**config.mk**
```make
export PLATFORM = sky130hd
export DESIGN_NAME = waffle_col_mem
export DESIGN_NICKNAME = d
export VERILOG_FILES = /design/src/rtl/waffle_pkg.sv /design/src/rtl/waffle_rc_counter.sv /design/src/rtl/waffle_col_mem.sv
export SDC_FILE = /design/constraint.sdc
export NUM_CORES = 1
export LEC_CHECK = 0
export ABC_CLOCK_PERIOD_IN_PS = 6300
export CORE_ASPECT_RATIO = 0.75
export CORE_MARGIN = 2
export CORE_UTILIZATION = 42
export CTS_BUF_LIST = sky130_fd_sc_hd__clkbuf_16
export DETAILED_ROUTE_END_ITERATION = 6
export DONT_BUFFER_PORTS = 1
export GPL_ROUTABILITY_DRIVEN = 0
export HOLD_SLACK_MARGIN = 0.02
export RECOVER_POWER = 25
export SLEW_MARGIN = 25
export SYNTH_ARGS = -nofsm -noshare
export SYNTH_HDL_FRONTEND = slang
export SYNTH_SLANG_ARGS = --single-unit
```
**constraint.sdc**
```tcl
create_clock -name clk -period 6.3 [get_ports clk]
set_input_delay 0.945 -clock clk [delete_from_list [all_inputs] [get_ports clk]]
set_output_delay 0.945 -clock clk [all_outputs]
set_load 0.03 [all_outputs]
```
**src/rtl/waffle_pkg.sv**
```systemverilog
// Shared types and helpers for the waffle column memory.
//   word_t      : one 32-bit image word
//   col_t       : one column at the default height (row r in element r)
//   mem_state_e : memory phase (host load, solver service, host drain)
//   in_range    : unsigned column-address bounds check
package waffle_pkg;

  localparam int unsigned WORD_W   = 32;
  localparam int unsigned DEF_ROWS = 4;

  typedef logic [WORD_W-1:0] word_t;
  typedef word_t [DEF_ROWS-1:0] col_t;

  typedef enum logic [1:0] {
    LOAD,
    SERVE,
    DRAIN
  } mem_state_e;

  function automatic logic in_range(input word_t addr, input int unsigned cols);
    return addr < word_t'(cols);
  endfunction

endpackage

```
**src/rtl/waffle_rc_counter.sv**
```systemverilog
// Column-major row/column word counter.
//   clk   : clock
//   clear : synchronous clear to row 0 / col 0 (highest priority)
//   inc   : advance one word; the final word wraps back to 0/0
//   row   : current row index
//   col   : current column index
//   last  : current position is the final word (ROWS-1, COLS-1)
module waffle_rc_counter #(
  parameter int unsigned ROWS = 4,
  parameter int unsigned COLS = 4,
  localparam int unsigned CW  = $clog2(ROWS * COLS) + 1,
  localparam int unsigned RW  = (ROWS > 1) ? $clog2(ROWS) : 1,
  localparam int unsigned KW  = (COLS > 1) ? $clog2(COLS) : 1
) (
  input  logic          clk,
  input  logic          clear,
  input  logic          inc,
  output logic [RW-1:0] row,
  output logic [KW-1:0] col,
  output logic          last
);

  logic [CW-1:0] row_q;
  logic [CW-1:0] col_q;
  logic          row_wrap;

  assign row_wrap = (row_q == CW'(ROWS - 1));
  assign last     = row_wrap && (col_q == CW'(COLS - 1));
  assign row      = row_q[RW-1:0];
  assign col      = col_q[KW-1:0];

  always_ff @(posedge clk) begin
    if (clear) begin
      row_q <= '0;
      col_q <= '0;
    end else if (inc) begin
      if (row_wrap) begin
        row_q <= '0;
        col_q <= last ? '0 : col_q + CW'(1);
      end else begin
        row_q <= row_q + CW'(1);
      end
    end
  end

endmodule

```
**src/rtl/waffle_col_mem.sv**
```systemverilog
// Column-organised image memory serving waffle_solver.
// Host loads IMG_ROWS*IMG_COLS words column-major, the solver is started
// with a one-cycle pulse, reads two columns combinationally and writes one
// column per clock, then the image is drained back to the host.
//   clk, rst_n                    : clock, synchronous active-low reset
//   ld_valid/ld_ready/ld_data     : host load word stream
//   solver_start                  : one-cycle pulse after the last load word
//   solver_complete               : solver done, move to drain
//   addr1/in_data1, addr2/in_data2: combinational column read ports
//   we/addr_write/write_data      : registered column write port
//   dr_valid/dr_ready/dr_data/dr_last : host drain word stream
//   addr_err                      : sticky out-of-range access flag
module waffle_col_mem
  import waffle_pkg::*;
#(
  parameter int unsigned IMG_ROWS = 4,
  parameter int unsigned IMG_COLS = 4
) (
  input  logic                     clk,
  input  logic                     rst_n,
  input  logic                     ld_valid,
  output logic                     ld_ready,
  input  logic [31:0]              ld_data,
  output logic                     solver_start,
  input  logic                     solver_complete,
  input  logic [31:0]              addr1,
  input  logic [31:0]              addr2,
  output logic [IMG_ROWS*32-1:0]   in_data1,
  output logic [IMG_ROWS*32-1:0]   in_data2,
  input  logic                     we,
  input  logic [31:0]              addr_write,
  input  logic [IMG_ROWS*32-1:0]   write_data,
  output logic                     dr_valid,
  input  logic                     dr_ready,
  output logic [31:0]              dr_data,
  output logic                     dr_last,
  output logic                     addr_err
);

  localparam int unsigned RW = (IMG_ROWS > 1) ? $clog2(IMG_ROWS) : 1;
  localparam int unsigned KW = (IMG_COLS > 1) ? $clog2(IMG_COLS) : 1;

  typedef word_t [IMG_ROWS-1:0] col_w_t;

  col_w_t     mem [IMG_COLS];
  mem_state_e state_q;

  logic          ld_fire, dr_fire, serve_act;
  logic          rd1_ok, rd2_ok, wr_ok, wr_oor;
  logic [RW-1:0] ld_row, dr_row;
  logic [KW-1:0] ld_col, dr_col;
  logic          ld_last, dr_cnt_last;

  // Outputs are gated by rst_n so the ports go quiet during reset even
  // though state only updates on the clock edge.
  assign serve_act = rst_n && (state_q == SERVE);
  assign ld_ready  = rst_n && (state_q == LOAD);
  assign dr_valid  = rst_n && (state_q == DRAIN);
  assign ld_fire   = ld_valid && ld_ready;
  assign dr_fire   = dr_valid && dr_ready;
  assign dr_last   = dr_valid && dr_cnt_last;

  assign rd1_ok = serve_act && in_range(addr1, IMG_COLS);
  assign rd2_ok = serve_act && in_range(addr2, IMG_COLS);
  assign wr_ok  = serve_act && we && in_range(addr_write, IMG_COLS);
  assign wr_oor = we && !in_range(addr_write, IMG_COLS);

  // Reads see pre-edge contents, so a same-cycle read of addr_write
  // returns the old column.
  assign in_data1 = rd1_ok ? mem[addr1[KW-1:0]] : '0;
  assign in_data2 = rd2_ok ? mem[addr2[KW-1:0]] : '0;
  assign dr_data  = dr_valid ? mem[dr_col][dr_row] : '0;

  // Counters are held clear outside their own phase, which also covers
  // reset abandoning a partial load or drain.
  waffle_rc_counter #(.ROWS(IMG_ROWS), .COLS(IMG_COLS)) u_ld_cnt (
    .clk   (clk),
    .clear (!rst_n || (state_q != LOAD)),
    .inc   (ld_fire),
    .row   (ld_row),
    .col   (ld_col),
    .last  (ld_last)
  );

  waffle_rc_counter #(.ROWS(IMG_ROWS), .COLS(IMG_COLS)) u_dr_cnt (
    .clk   (clk),
    .clear (!rst_n || (state_q != DRAIN)),
    .inc   (dr_fire),
    .row   (dr_row),
    .col   (dr_col),
    .last  (dr_cnt_last)
  );

  // Storage has no reset; load and solver writes are phase-exclusive.
  always_ff @(posedge clk) begin
    if (ld_fire) begin
      mem[ld_col][ld_row] <= ld_data;
    end else if (wr_ok) begin
      mem[addr_write[KW-1:0]] <= write_data;
    end
  end

  always_ff @(posedge clk) begin
    if (!rst_n) begin
      state_q      <= LOAD;
      solver_start <= 1'b0;
      addr_err     <= 1'b0;
    end else begin
      solver_start <= ld_fire && ld_last;
      case (state_q)
        LOAD: begin
          if (ld_fire && ld_last) state_q <= SERVE;
        end
        SERVE: begin
          if (!in_range(addr1, IMG_COLS) || !in_range(addr2, IMG_COLS) || wr_oor)
            addr_err <= 1'b1;
          if (solver_complete) state_q <= DRAIN;
        end
        DRAIN: begin
          if (dr_fire && dr_cnt_last) state_q <= LOAD;
        end
        default: state_q <= LOAD;
      endcase
    end
  end

endmodule

```
Yosys cells after proc, flatten, opt, wreduce, memory -nomap -nowiden

Memories as Yosys holds them, arrays and structs flattened. A register that Yosys moved wholly into a read port is not among the register bits.
Index checks and enable logic that the tools add are counted.
Widths: inputs -> output; s select.

Reductions and logical operators: 31
Shift-type cells: 0
Div/mod/pow operators: 0
Bitwise logic cells: 0
Muxes and demuxes: 25
$mul: 0
Equality and inequality tests: 10
Order comparisons: 6
$add $sub $neg: 4

Operators by type and width:

| operator            | number |
|---|---|
| $mux 128            | 5 |
| $reduce_or 128->1   | 1 |
| $lt 32x3->1 const B | 3 |
| $mux 32             | 3 |
| $bmux 32 s2         | 1 |
| $demux 32 s2        | 1 |
| $add 5x1->5 const B | 4 |
| $eq 5x2->1 const B  | 4 |
| $mux 5              | 4 |
| $logic_and 1x1->1   | 16 |
| $mux 2              | 6 |
| $lt 2x3->1 const B  | 2 |
| $pmux 2 s3          | 1 |
| $reduce_and 2->1    | 3 |
| $logic_not 1->1     | 4 |
| $logic_or 1x1->1    | 4 |
| $mux 1              | 4 |
| $ne 2x1->1 const B  | 2 |
| $ne 2x2->1 const B  | 2 |
| $reduce_and 3->1    | 1 |
| $eq 2x1->1 const B  | 1 |
| $eq 2x2->1 const B  | 1 |
| $ge 2x1->1 const B  | 1 |
| $logic_not 2->1     | 1 |
| $reduce_bool 2->1   | 1 |

Output and inout port bits: 293
Memories kept: 1
Input port bits: 262
Bits in latches: 0
ROM bits: 0
Logic and storage cells: 84
Memory bits (writable): 512
Bits in registers: 24

Memory list:

| name | depth | width | rd ports | clocked after memory_dff | write ports | line                 | text |
|---|---|---|---|---|---|---|---|
| mem  | 4     | 128   | 3        | 1                        | 1           | waffle_col_mem.sv:45 | `col_w_t mem [IMG_COLS];` |

Logic depth before layout (Yosys ltp)

Depth in word-level cells: 9
Depth in mapped cells: 6

By module

From an unflattened synthesis, not the netlist that was laid out.

Cells, all modules: 1732
Area total of the unflattened synthesis: 30354.1 um^2

Modules (own cells, without submodules):

| module            | cells an instance | area each (um^2) | instances | sequential area each (um^2) |
|---|---|---|---|---|
| waffle_col_mem    | 1612              | 29310.6          | 1         | 15454.8 |
| waffle_rc_counter | 60                | 521.8            | 2         | 200.2 |

Least setup slack after synthesis

Ideal clock, no wire load.

Path type: input port to flip-flop
Start: in addr_write[7]
End: mem mem[0][0] (netlist name), enable pin
Path buffers: 2
Stages: 6
Setup time: 472 ps
Path slack: 1238 ps
Data arrival time: 4590 ps
Cell sequence: nor4_1 > nand4_1 > or3_1 > buf_4 > buf_2 > o32ai_1

Word-level cells in the longest chain between the ends: 7
Elaborated cells on any way between the ends: 8
Those cells by class: order compare: 1; mux: 5; reduce/logical: 2

RTL lines:

| element                                                    | line                 | text |
|---|---|---|
| start: declaration                                         | waffle_col_mem.sv:31 | `input logic [31:0] addr_write,` |
| $lt 32x3->1 *                                              | waffle_pkg.sv:21     | `return addr < word_t'(cols);` |
| $logic_and 1x1->1 *                                        | waffle_col_mem.sv:65 | `assign wr_ok = serve_act && we && in_range(addr_write, IMG_COLS);` |
| $mux 1 *                                                   | waffle_col_mem.sv:98 | `end else if (wr_ok) begin` |
| $mux 1 *                                                   | waffle_col_mem.sv:96 | `if (ld_fire) begin` |
| $mux 1 (implied by the code) *                             | waffle_col_mem.sv:99 | `mem[addr_write[KW-1:0]] <= write_data;` |
| $reduce_or 128->1 (no source line)                         | n/a                  |  |
| $mux 2 (no source line) / $mux 128 (equally long branches) | n/a                  |  |
| end: declaration                                           | waffle_col_mem.sv:45 |  |

Every way passes the cells marked *; elsewhere a longest branch is shown, timed or not.

Worst setup path in the final report

Start: reg u_dr_cnt.row_q[0]
End: out dr_data[24]

Word-level cells in the longest chain between the ends: 3

RTL lines:

| element                       | line                    | text |
|---|---|---|
| start: declaration            | waffle_rc_counter.sv:23 | `logic [CW-1:0] row_q;` |
| start signal: assignment      | waffle_rc_counter.sv:41 | `row_q <= row_q + CW'(1);` |
| $bmux 32 s2                   | waffle_col_mem.sv:72    | `assign dr_data = dr_valid ? mem[dr_col][dr_row] : '0;` |
| $mux 32 (implied by the code) | waffle_col_mem.sv:72    |  |
| $mux 32                       | waffle_col_mem.sv:72    |  |
| end: declaration              | waffle_col_mem.sv:35    | `output logic [31:0] dr_data,` |

Every way passes these cells. The select of a mux whose other input is x is not followed.

==> metrics <==
status finished, violations left; failing checks max-capacitance violations, max-slew violations; syn nets 1,983; cell count after synthesis 1,714; Critical path buffers and inverters 0; final setup slack of the worst path 0.7984 ns; Routed WL 99.81 mm; number of buffers added on ports 0; post-route ant nets 0; endpoints failing setup 0; worst-margin pin slew 4.144 ns; gr usage total 0.2661; EDFF count, synth 512; starting density of the core 0.4224; most common library cell in the layout ignoring fill and taps edfxtp_1; R2R setup slack 1.14 ns; most frequent cells in the layout edfxtp_1 (512), mux4_2 (384), nor2b_1 (257); Mapped Area 30,150 sq um; clock tree buffer depth 3; Cell Rows 85; CTS Hold Bufs 0; die height 236.0 um; fraction of registers with async set/reset 0; die area 73,960 sq um; Ports 555; total CTS buffers 55; HP Start rst_n; required time worst endpoint 5.35 ns; Yosys cell types 45; drt wl/cell 37.09 um; R2R depth 5; Mapped Avg Cell Area 17.59 sq um; H-tree depth 2; drt via density 6.662; relative slew slack -1.763; DP Worst Slack 1.863 ns; CTS tree built; Final Hold Viols 0; post-synthesis register bit count 538; post-synthesis sequential area ratio 0.5273; # DRC 0; Layout Skew 0.01749 ns; # resized after CTS 0; pin count of the biggest net entering global routing 129; Clk pin slew, worst setup/hold paths 0.06 ns; Worst Hold Endpoint state_q[0]$_SDFFE_PN0P_; fin nets 1,933; vias 17.93k; total grt overflow 0; clk root buf clkbuf_16; critical path's slowest cell dfxtp_1; CP Max Fanout 34; Pre-antenna DRT Iters 5; Worst setup EP type primary output; Placed Area 31,410 sq um; Leakage Power 0.009614 uW; GR Util met1 0.3915; grt met3 use 0.08854; Crit Reg-Reg Endpoint mem[1][12]$_DFFE_PP_; Hold Path Class input port to flip-flop; CP cell instances mux2i_1 > o22ai_1; post-layout util 0.4642; Peak Freq 181.8 MHz; Cells after DPL 2,564; cell depth of the worst setup path 2; Area Growth Syn to Fin 9.878%; period utilization 0.8733; busiest grt layer met1; top post-synthesis cells by area edfxtp_1 (51%), mux4_2 (29%), nor2b_1 (5.3%); Max IR drop VDD 0.1618 mV; Worst EP arrival 4.56 ns; Final min period 5.502 ns; setup bufs post-CTS 0; final slew viol count 132; FF-to-FF Start state_q[1]$_SDFFE_PN0P_; share of cells above drive strength 1 0.3304; die width 313.4 um; Top delay family on crit path flip-flops; Yosys top cell area share 0.5100; initial antenna violation count 52; CTS sink cnt 538; CP max stage delay 2.12 ns; Finished Cell Area 33,120 sq um; clk_lat worst skew 0.59 ns; leading area contributor after synthesis edfxtp_1; met2 usage 0.3860; Max-Cap Viols 3; core area 71,360 sq um; RSZ-0062 raised after global routing no; Synth Warn # 0; pwr/cell area 224.3 nW/um^2; Setup CP Type flip-flop to primary output; vias in the first global route 17.39k; Main synth FF type edfxtp_1; first-pass GRT wire length 137.7 mm; drt initial violations 2,068; hold path cells 1; post-route insts no fill 2,691; crit path launch type flip-flop; final setup TNS 0 ns; Post-DP HPWL 67.61 mm
==> cell families (layout without fill, tap and decap cells) <==
kind of cell / after synthesis / count (layout) / synth area share
xor gates and xnor gates: 10 / 10 / 0.002905
other: 0 / 27 / 0
buffers and inverters: 154 / 147 / 0.02208
AOI/OAI and AO/OA: 59 / 59 / 0.01332
muxes: 580 / 580 / 0.3578
DFF: 538 / 538 / 0.5273
adders and majority gates: 7 / 7 / 0.002905
and+or+nand+nor: 366 / 366 / 0.07375
==> final cells by class <==
cell class | count | area, sq um
clock inverter | 43 | 264.0
clock buffer | 57 | 1426
fill | 5964 | 38240
inverter | 8 | 30.03
sequential | 538 | 15900
antenna | 27 | 67.56
multi-input combinational | 1022 | 13870
timing repair buffer | 39 | 365.4
tap | 957 | 1197
==> how the worst max path moves through the flow <==
stage | from | endpoint
floorplan | addr_write[7] | mem[0][0]$_DFFE_PP_
global placement | addr1[25] | in_data1[33]
detailed placement | addr1[25] | in_data1[33]
CTS | flip-flop | dr_data[4]
global route | u_dr_cnt.row_q[0]$_SDFFE_PN0P_ | dr_data[24]
finish | u_dr_cnt.row_q[0]$_SDFFE_PN0P_ | dr_data[24]
==> flip-flops by register name, indices dropped and copies added, names as in the netlist, named ones only <==
register,cells
addr_err,1
mem,512
solver_start,1
state_q,2
u_dr_cnt.col_q,5
u_dr_cnt.row_q,5
u_ld_cnt.col_q,5
u_ld_cnt.row_q,5
==> routing by layer <==
metal / up-vias / wire length [um] / share of wire
met5: - / 197 / 0.0020
met4: 28 / 2088 / 0.021
met3: 155 / 12470 / 0.12
met2: 1056 / 43890 / 0.44
met1: 9578 / 41160 / 0.41
li1: 7111 / - / -
==> synthesized netlist by cell type (2+ instances only) <==
cell / count
nand3_1: 9
buf_1: 12
mux2_2: 111
inv_1: 6
or3_1: 2
nor4b_1: 2
nor2b_1: 257
nor3_2: 2
nand4_1: 10
xor2_1: 8
nand2_1: 15
mux2_1: 13
xnor2_1: 2
mux2i_1: 68
nor3_1: 6
and3_1: 4
ha_1: 7
dfxtp_1: 26
and4_1: 4
o21ai_0: 2
edfxtp_1: 512
and2_1: 2
clkinv_1: 2
mux2_4: 4
o32ai_1: 12
nor2_1: 20
clkbuf_1: 79
nand3b_1: 3
mux4_2: 384
nand2b_1: 4
o22ai_1: 36
a21oi_1: 4
nor4_1: 22
buf_2: 49
buf_4: 5
==> report_power, final <==
part	internal (uW)	leakage [uW]	switching, uW
Combinational	234	0.00388	153
Sequential	3940	0.00482	14.8
Clock	1740	0.000913	1340
Total	5920	0.00961	1510
==> stage by stage <==
stage / hold slack [ns] / total power [uW]
after global placement: 0.4586 / 4413
final: 0.4687 / 7429
after floorplan: 0.4458 / 4390
after global routing: 0.4561 / 7630
after detailed placement: 0.4726 / 4419
after CTS: 0.4301 / 7488
Note: power is estimated with default switching activity, not from simulation.
